File: src/rtl/serial_add_pkg.sv
// Shared types for the bit-serial add/subtract sequencer and the datapaths that
// consume its results.
package serial_add_pkg;

  localparam int WIDTH_MAX = 32;

  typedef enum logic [1:0] {
    IDLE = 2'd0,
    RUN  = 2'd1,
    DONE = 2'd2
  } state_t;

  typedef struct packed {
    logic [WIDTH_MAX-1:0] sum;
    logic                 co;
    logic                 ovf;
  } add_rsp_t;

endpackage

File: src/rtl/addbit.sv
// Gate-level full adder bit-slice, time-shared by the serial sequencer.
module addbit (
  input  logic a,
  input  logic b,
  input  logic ci,
  output logic s,
  output logic co
);

  logic ab_x;
  logic ab_a;
  logic c_a;

  xor g_x0 (ab_x, a, b);
  xor g_x1 (s, ab_x, ci);
  and g_a0 (ab_a, a, b);
  and g_a1 (c_a, ab_x, ci);
  or  g_o0 (co, ab_a, c_a);

endmodule

File: src/rtl/serial_add_seq.sv
// Bit-serial add/subtract sequencer: one addbit slice, LSB first, registered carry,
// valid/ready handshakes on both the request and the response side.
//
// state | meaning
// IDLE  | waiting for a request, req_ready high
// RUN   | one operand bit per clock through addbit
// DONE  | result held on rsp_* until rsp_ready
module serial_add_seq
  import serial_add_pkg::*;
#(
  parameter int WIDTH = 8
) (
  input  logic             clk,
  input  logic             rst,
  input  logic             req_valid,
  output logic             req_ready,
  input  logic             req_sub,
  input  logic [WIDTH-1:0] req_a,
  input  logic [WIDTH-1:0] req_b,
  output logic             rsp_valid,
  input  logic             rsp_ready,
  output logic [WIDTH-1:0] rsp_sum,
  output logic             rsp_co,
  output logic             rsp_ovf
);

  localparam int CW = (WIDTH > 1) ? $clog2(WIDTH) : 1;
  localparam logic [CW-1:0] CNT_LAST = CW'(WIDTH - 1);

  if (WIDTH < 2 || WIDTH > WIDTH_MAX) begin : g_bad_width
    $error("serial_add_seq: WIDTH must be in 2..32");
  end

  state_t           state;
  logic [WIDTH-1:0] a_sr;
  logic [WIDTH-1:0] b_sr;
  logic [WIDTH-1:0] sum_sr;
  logic [CW-1:0]    cnt;
  logic             sub_q;
  logic             carry;
  logic             b_in;
  logic             bit_s;
  logic             bit_co;

  // Subtract feeds ~b with the carry preloaded to 1.
  assign b_in = b_sr[0] ^ sub_q;

  addbit u_addbit (
    .a  (a_sr[0]),
    .b  (b_in),
    .ci (carry),
    .s  (bit_s),
    .co (bit_co)
  );

  assign req_ready = (state == IDLE) && !rst;
  assign rsp_sum   = sum_sr;

  always_ff @(posedge clk or posedge rst) begin
    if (rst) begin
      state     <= IDLE;
      a_sr      <= '0;
      b_sr      <= '0;
      sum_sr    <= '0;
      cnt       <= '0;
      sub_q     <= 1'b0;
      carry     <= 1'b0;
      rsp_valid <= 1'b0;
      rsp_co    <= 1'b0;
      rsp_ovf   <= 1'b0;
    end else begin
      case (state)
        IDLE: begin
          if (req_valid) begin
            a_sr  <= req_a;
            b_sr  <= req_b;
            sub_q <= req_sub;
            carry <= req_sub;
            cnt   <= '0;
            state <= RUN;
          end
        end
        RUN: begin
          a_sr   <= {1'b0, a_sr[WIDTH-1:1]};
          b_sr   <= {1'b0, b_sr[WIDTH-1:1]};
          sum_sr <= {bit_s, sum_sr[WIDTH-1:1]};
          carry  <= bit_co;
          cnt    <= cnt + 1'b1;
          if (cnt == CNT_LAST) begin
            // carry still holds the carry into the MSB on this last bit
            rsp_co    <= bit_co;
            rsp_ovf   <= carry ^ bit_co;
            rsp_valid <= 1'b1;
            state     <= DONE;
          end
        end
        DONE: begin
          if (rsp_ready) begin
            rsp_valid <= 1'b0;
            state     <= IDLE;
          end
        end
        default: state <= IDLE;
      endcase
    end
  end

endmodule

File: config.mk
export PLATFORM = sky130hd
export DESIGN_NAME = serial_add_seq
export DESIGN_NICKNAME = d
export VERILOG_FILES = /design/src/rtl/serial_add_pkg.sv /design/src/rtl/addbit.sv /design/src/rtl/serial_add_seq.sv
export SDC_FILE = /design/constraint.sdc
export NUM_CORES = 1
export LEC_CHECK = 0
export ABC_AREA = 1
export CORE_MARGIN = 5
export CORE_UTILIZATION = 45
export CTS_CLUSTER_SIZE = 12
export DETAILED_ROUTE_END_ITERATION = 7
export PLACE_DENSITY_LB_ADDON = 0.12
export SLEW_MARGIN = 20
export SYNTH_ARGS = -nofsm -noshare
export SYNTH_HDL_FRONTEND = slang
export SYNTH_SLANG_ARGS = --single-unit
File: constraint.sdc
create_clock -name clk -period 1.36 [get_ports clk]
set_clock_uncertainty 0.1 [all_clocks]
set_input_delay 0.408 -clock clk [delete_from_list [all_inputs] [get_ports clk]]
set_output_delay 0.408 -clock clk [all_outputs]
set_load 0.01 [all_outputs]
* After elaboration in Yosys (flattened, before gate mapping)
Cells that the tools add are included.
** Storage, ports and cells
- Output and inout bits :: 12
- Bits in registers :: 34
- Logic and storage cells :: 49
** Cells by class
- Muxes and demuxes :: 15
- Eq/ne operators :: 6
- Reduce and logical (&&, ||, !) cells :: 10
- Add/subtract/negate cells :: 1
- Bitwise logic cells :: 7
** Operator list (number)
- 8-bit one-hot mux with 2 select lines :: 2
- 8-bit two-way mux :: 2
- 2-bit two-way mux :: 3
- 2-bit inequality test, second input constant :: 3
- 2-bit one-hot mux with 3 select lines :: 1
- 3-bit one-hot mux with 2 select lines :: 1
- 2-bit AND reduction :: 3
- 3-bit AND reduction :: 2
- 1-bit one-hot mux with 2 select lines :: 2
- 2-bit nonzero test :: 2
- 1-bit XOR :: 4
- 3-bit by 1-bit adder with 3-bit output, second input constant :: 1
- 3-bit equality test, second input constant :: 1
- 1-bit two-way mux :: 3
- 3-bit two-way mux :: 1
- 1-bit bitwise AND :: 2
- 2-bit by 1-bit equality test with 1-bit output, second input constant :: 1
- 2-bit equality test, second input constant :: 1
- 2-bit zero test :: 1
- 1-bit logical AND :: 1
- 1-bit zero test :: 1
- 1-bit OR :: 1

* Longest topological paths before layout
Gate-level depths: netlist of run 1.
- Depth in word-level cells :: 5
- Gate-level depth with buffers :: 7
- Gate-level depth less buffers :: 6

* Modules after synthesis
Synthesis of run 1 repeated with hierarchy kept, for this count alone.
** Unflattened totals
- Cell total of the unflattened synthesis :: 199
- Area, all modules :: 1634.1 µm²
** By module, submodules not included
- serial_add_seq :: cells each 198, seq. area each 850.8 µm², instances 1, area an instance 1614.0 µm²
- addbit :: cells each 1, seq. area each 0.0 µm², instances 1, area an instance 20.0 µm²

* Worst setup path before layout of run 1
Ideal clock, no wire load.
- Path kind :: register to output
- From :: register state[0]
- To :: output req_ready
- Cell stages (with the launch flop) :: 4
- Arrival time :: 1011 ps
- Path buffers :: 2
- Slack :: -159 ps
- Cell sequence :: dfrtp_1 -> buf_4 -> buf_2 -> nor3_1
** Between the ends
- Word-level cells in the longest chain between the ends :: 2
** RTL lines
- from (decl) :: line serial_add_seq.sv:34 : state_t state;
- from (signal assigned) :: line serial_add_seq.sv:61 : state <= IDLE;
- from (signal assigned) :: line serial_add_seq.sv:80 : state <= RUN;
- from (signal assigned) :: line serial_add_seq.sv:94 : state <= DONE;
- 2-bit zero test :: line serial_add_seq.sv:56 : assign req_ready = (state == IDLE) && !rst;
- 1-bit logical AND :: line serial_add_seq.sv:56
- to (decl) :: line serial_add_seq.sv:16 : output logic req_ready,
No other way between the ends.

* Worst setup path after layout of run 1
- From :: register state[1]
- To :: output req_ready
The elaborated chain is that of the path after synthesis.

==> metrics.yaml, run 1 <==
clkLatencyLatePin_ns: 0.33
post-route-period-util_pct: 114
p_sw_share_pct: 39.2
synth_nets: 225
drtAntennaViolNets: 0
synth_area_um2: 1590
p_sw_w: 0.00204
clock-root-buffer: "clkbuf_4"
critPathLaunchType: "flop"
antenna_found_initial: 0
grt_overflow_total: 0
reg2reg_depth: 5
ys_ff_latch: 34
yosysWarnings: 0
wl_um: 4060
final_hold_viol_count: 0
cts_tree: "yes"
cts_buffers: 5
power_frac_seq_pct: 33.1
synth-seq-area-share_pct: 53.6
min-delay-path-class: "in2async"
grt_max_degree: 33
grt_pass1_wl_um: 6690
p_per_area_nw_per_um2: 2240
viasPerCell: 4.81
setup_ws_ns: -0.193
crit_required_ns: 0.85
path_class: "reg2out"
final_cells: 311
final_common_cell: "nand2_1"
clock_power_share_pct: 13.1
p_int_w: 0.00316
gp_congestion: 0.718
path_max_fanout: 2
clock_path_buffers: 2
period_minus_slack_ns: 1.55
detail_route.wl_per_cell_um: 13.0
arrival_ns: 1.04
fmax_mhz: 644
r2r-end: "a_sr[0]"
max_slew_margin_pct: 82.4
dieArea_um2: 4820
start_util_pct: 46.8
syn_inst: 201
status: "complete, but fails checks"
hpwl_um: 2640
endpoint_kind: "output port"
drtPass1Iterations: 5
power_w: 0.00520
rsz0062_at_grt: "yes"
synth.distinct_cells: 18
final_nets: 288
worstMarginPinSlew_ns: 0.263
drive_gt1_share_pct: 29.8
slew_violations: 0
antenna_cells: 0
peakVddDrop_mv: 1.23
hold_buffers: 0
syn_area_per_cell_um2: 7.90
die_x_um: 69.4
htreeDepth: 2
io-pin-count: 33
rows: 21
worstReg2RegStart: "state[0]"
cts.reportedPaths.clkPinSlew_ns: 0.10
area_growth_pct: 45.9
leakage_nw: 1.24
io_buffers: 32
coreArea_um2: 3390
grt_pass1_vias: 1467
pwr-share-comb_pct: 53.9
final_cell_mix: "nand2_1 (101), dfrtp_1 (33), buf_4 (27), nand3_1 (19), clkdlybuf4s50_1 (19)"
failed_checks: "negative setup slack"
drc_errors: 0
finalSetupViolations: 23
drt-initial-drc-count: 84
dp_cells: 289
vias: 1497
grt_use_total_pct: 17.2
die_y_um: 69.4
maxCapViolations: 0
cts_sinks: 34
r2r_setup_slack_ns: -0.17
power groups by stage:
stage	combinational (W)	clock, W	sequential [W]
global route	0.00313	0.000734	0.00178
floorplan	0.00132	0	0.00175
CTS	0.00239	0.000694	0.00170
detailed placement	0.00233	0	0.00172
finish	0.00280	0.000679	0.00172
global placement	0.00224	0	0.00169
layout make-up:
class	instances	area, um2
clock buffers	8	78.8
fillers	272	1070
repair inverters	1	7.51
multi-input cells	150	726
flip-flops and latches	34	852
well taps	46	57.6
inverters	8	36.3
repair buffers	64	559
cell usage after synthesis, drive strengths merged:
cell   count  area [um2]
buf        9        58.8
dfrtp     34         851
fa         1        20.0
ha         2        25.0
inv        8        30.0
nand2    116         438
nand3     19        95.1
nor2       3        11.3
nor3       1        5.00
o21ai      5        28.8
o31ai      1        7.51
xnor2      2        17.5
state kept, by name, summed over array words and instances, names as in the netlist:
name,count
rsp_ovf,1
carry,1
state,2
a_sr,8
b_sr,8
cnt,3
rsp_sum,8
rsp_co,1
rsp_valid,1
sub_q,1
routing by layer:
metal	share of wire [%]	global-route usage [%]	up-vias	wire length (um)
met5	0	0	-	0
met4	1.3	5.64	0	54
met3	3.6	4.06	5	146
met2	53	30.3	28	2140
met1	42	20.4	715	1720
li1	-	-	749	-
worst max-delay path by stage:
stage | from | to | slack (ns) | cells past startpoint
floorplan | state[0] | req_ready | 0.003 | 3
finish | state[1] | req_ready | -0.19 | 2
CTS | state[0] | req_ready | -0.20 | 2
global placement | rst | req_ready | -0.75 | 3
global route | state[1] | req_ready | -0.24 | 2
detailed placement | rst | req_ready | -0.77 | 3
worst max-delay path, cell delays in order (launching register included):
cell     delay (ns)
dfrtp_1        0.42
nor3_4         0.15
buf_2          0.15
repair_timing:
item                                   in CTS  in global routing
endpoints found under the hold margin       0                  0
setup endpoints to repair                  34                 45
pin swaps                                   2                 18
resized for setup                          56                 32
setup buffers                               4                  8
gates cloned                                1                  1
cell families (layout without fill, tap and decap cells):
logic type      count (synthesis)  count (layout)  share of synthesized area (%)
fa+ha+maj                       3               3                           2.84
flops                          34              34                           53.6
simple gates                  139             139                           34.6
xor+xnor                        2               2                           1.10
compound gates                  6               6                           2.28
buf+inv                        17              81                           5.59
metrics by stage:
step	hold slack [ns]	instance area, um2	util, %	setup TNS (ns)	setup slack (ns)
2_1_floorplan	0.343	1600	-	0	0.00329
3_3_place_gp	0.354	2090	61.5	-5.92	-0.746
3_5_place_dp	0.365	2090	61.5	-6.51	-0.769
4_1_cts	0.0420	2170	63.9	-1.99	-0.200
5_1_grt	0.0470	2320	68.4	-3.43	-0.241
6_report	0.0462	2320	68.4	-1.90	-0.193
No activity file was read; power rests on OpenSTA's default activity.
==> run 2: changes to the inputs <==
Settings changed: CORE_ASPECT_RATIO set to 1.75.
==> metrics.yaml, run 2 (synthesis gave the netlist of run 1 again) <==
grt_use_total_pct: 17.4  # was 17.2%
power_w: 0.00502  # was 0.00520 W
final_nets: 280  # was 288
fillers: 314  # was 272
drtPass1Iterations: 4  # was 5
drc_errors: 0  # unchanged
dp_cells: 286  # was 289
rows: 28  # was 21
maxCapViolations: 0  # unchanged
r2r-end: "a_sr[5]"  # was a_sr[0]
critPathMaxStageDelay_ns: 0.41  # was 0.42 ns
clock-root-buffer: "clkbuf_8"  # was clkbuf_4
start_util_pct: 46.7  # was 46.8%
failed_checks: "negative setup slack"  # unchanged
slowest_stage: "dfrtp_1"  # unchanged
die_x_um: 54.9  # was 69.4 um
r2r_setup_slack_ns: -0.12  # was -0.17 ns
rsz0062_at_grt: "yes"  # unchanged
reg2reg_depth: 5  # unchanged
drtAntennaViolNets: 0  # unchanged
drive_gt1_share_pct: 23.4  # was 29.8%
final_hold_viol_count: 0  # unchanged
setup_ws_ns: -0.133  # was -0.193 ns
path_cells: "nor3_4 -> buf_2"  # unchanged
endpoint_kind: "output port"  # unchanged
grt_overflow_total: 0  # unchanged
status: "complete, but fails checks"  # unchanged
timing.hold.ws_ns: 0.251  # was 0.0462 ns
max_slew_margin_pct: 81.7  # was 82.4%
finalSetupViolations: 18  # was 23
clock_path_buffers: 2  # unchanged
arrival_ns: 0.99  # was 1.04 ns
hold_buffers: 0  # unchanged
viasPerCell: 4.79  # was 4.81
gp_congestion: 0.850  # was 0.718
antenna_cells: 0  # unchanged
grt_max_degree: 35  # was 33
final_cell_mix: "nand2_1 (112), dfrtp_1 (33), nand3_1 (19), clkdlybuf4s50_1 (18), buf_4 (18)"  # was nand2_1 (101), dfrtp_1 (33), buf_4 (27), nand3_1 (19), clkdlybuf4s50_1 (19)
critPathLaunchType: "flop"  # unchanged
slew_violations: 0  # unchanged
worstMarginPinSlew_ns: 0.273  # was 0.263 ns
period_minus_slack_ns: 1.49  # was 1.55 ns
placed_cell_area_um2: 2070  # was 2090 um2
final_cells: 301  # was 311
vias: 1443  # was 1497
regArea_um2: 852  # unchanged
io_buffers: 32  # unchanged
cts_tree: "yes"  # unchanged
cts_buffers: 5  # unchanged
post-route-period-util_pct: 110  # was 114%
cts.reportedPaths.clkPinSlew_ns: 0.06  # was 0.10 ns
coreArea_um2: 3400  # was 3390 um2
clkLatencyLatePin_ns: 0.28  # was 0.33 ns
grt_pass1_wl_um: 6170  # was 6690 um
multi_input_area_um2: 711  # was 726 um2
grt_pass1_vias: 1412  # was 1467
p_per_area_nw_per_um2: 2250  # was 2240 nW/um2
hpwl_um: 2660  # was 2640 um
io-pin-count: 33  # unchanged
antenna_found_initial: 0  # unchanged
final_area_um2: 2230  # was 2320 um2
drt-initial-drc-count: 17  # was 84
area_growth_pct: 40.6  # was 45.9%
wl_um: 3860  # was 4060 um
cts_sinks: 34  # unchanged
htreeDepth: 2  # unchanged
peakVddDrop_mv: 1.23  # about the same
worstReg2RegStart: "state[0]"  # unchanged
path_class: "reg2out"  # unchanged
fmax_mhz: 670  # was 644 MHz
detail_route.wl_per_cell_um: 12.8  # was 13.0 um
dieArea_um2: 4860  # was 4820 um2
path_max_fanout: 2  # unchanged
die_y_um: 88.6  # was 69.4 um
leakage_nw: 1.21  # was 1.24 nW
crit_required_ns: 0.85  # about the same
min-delay-path-class: "in2async"  # unchanged
final_common_cell: "nand2_1"  # unchanged
## run 2: cell count changes in the layout (fill, tap and decap cells not counted), sizes merged
cell	delta
clkdlybuf4s50	-1
dlymetal6s2s	+1
clkbuf	-1
buf	-8
## run 2: worst max path at each step
stage / startpoint / to / slack, ns / depth (start not counted)
global route: state[0] / a_sr[5] / -0.19 / 5
detailed placement: rst / req_ready / -0.75 / 3
floorplan: state[0] / req_ready / 0.003 / 3
CTS: state[0] / req_ready / -0.15 / 2
global placement: rst / req_ready / -0.75 / 3
finish: state[1] / req_ready / -0.13 / 2
## run 2: worst max-delay path, delay by kind of cell, from the launching register on
family                 cells  cell delay, ns
buffers and inverters      1            0.14
AND/OR/NAND/NOR            1            0.15
flip-flops                 1            0.41
## run 2: routing by layer
metal | GRT usage, % | wire (um)
met1 | 18.9 | 1490
met2 | 30.5 | 2170
met3 | 4.55 | 145
met4 | 7.30 | 61
met5 | 0 | 0
## run 2: power by group
group          total (W)  internal, W  switching [W]
Combinational    0.00261      0.00124        0.00137
Sequential       0.00172      0.00146       0.000267
Clock           0.000680     0.000352       0.000328
Total            0.00502      0.00305        0.00197
## run 2: timing repair
action | 4_1_cts | 5_1_grt
resized for setup | 55 | 23
buffers inserted | 2 | 4
gates cloned | 0 | 2
endpoints found under the setup margin | 40 | 36
endpoints found under the hold margin | 0 | 0
pin swaps | 1 | 19
## run 2: final cells by class
type	count	area share [%]
Timing Repair inverter	1	0.336
Tap cell	45	2.52
Inverter	8	1.63
Sequential cell	34	38.2
Timing Repair Buffer	56	22.1
Clock buffer	7	3.42
Multi-Input combinational cell	150	31.8
## run 2: per-stage QoR
| stage | worst slack (ns) | utilization [%] | TNS, ns |
|---|---|---|---|
| CTS | -0.146 | 62.4 | -1.74 |
| finish | -0.133 | 65.7 | -1.36 |
| global placement | -0.749 | 60.9 | -6.21 |
| floorplan | 0.00329 | - | 0 |
| detailed placement | -0.752 | 60.9 | -6.97 |
| global route | -0.185 | 65.7 | -2.30 |
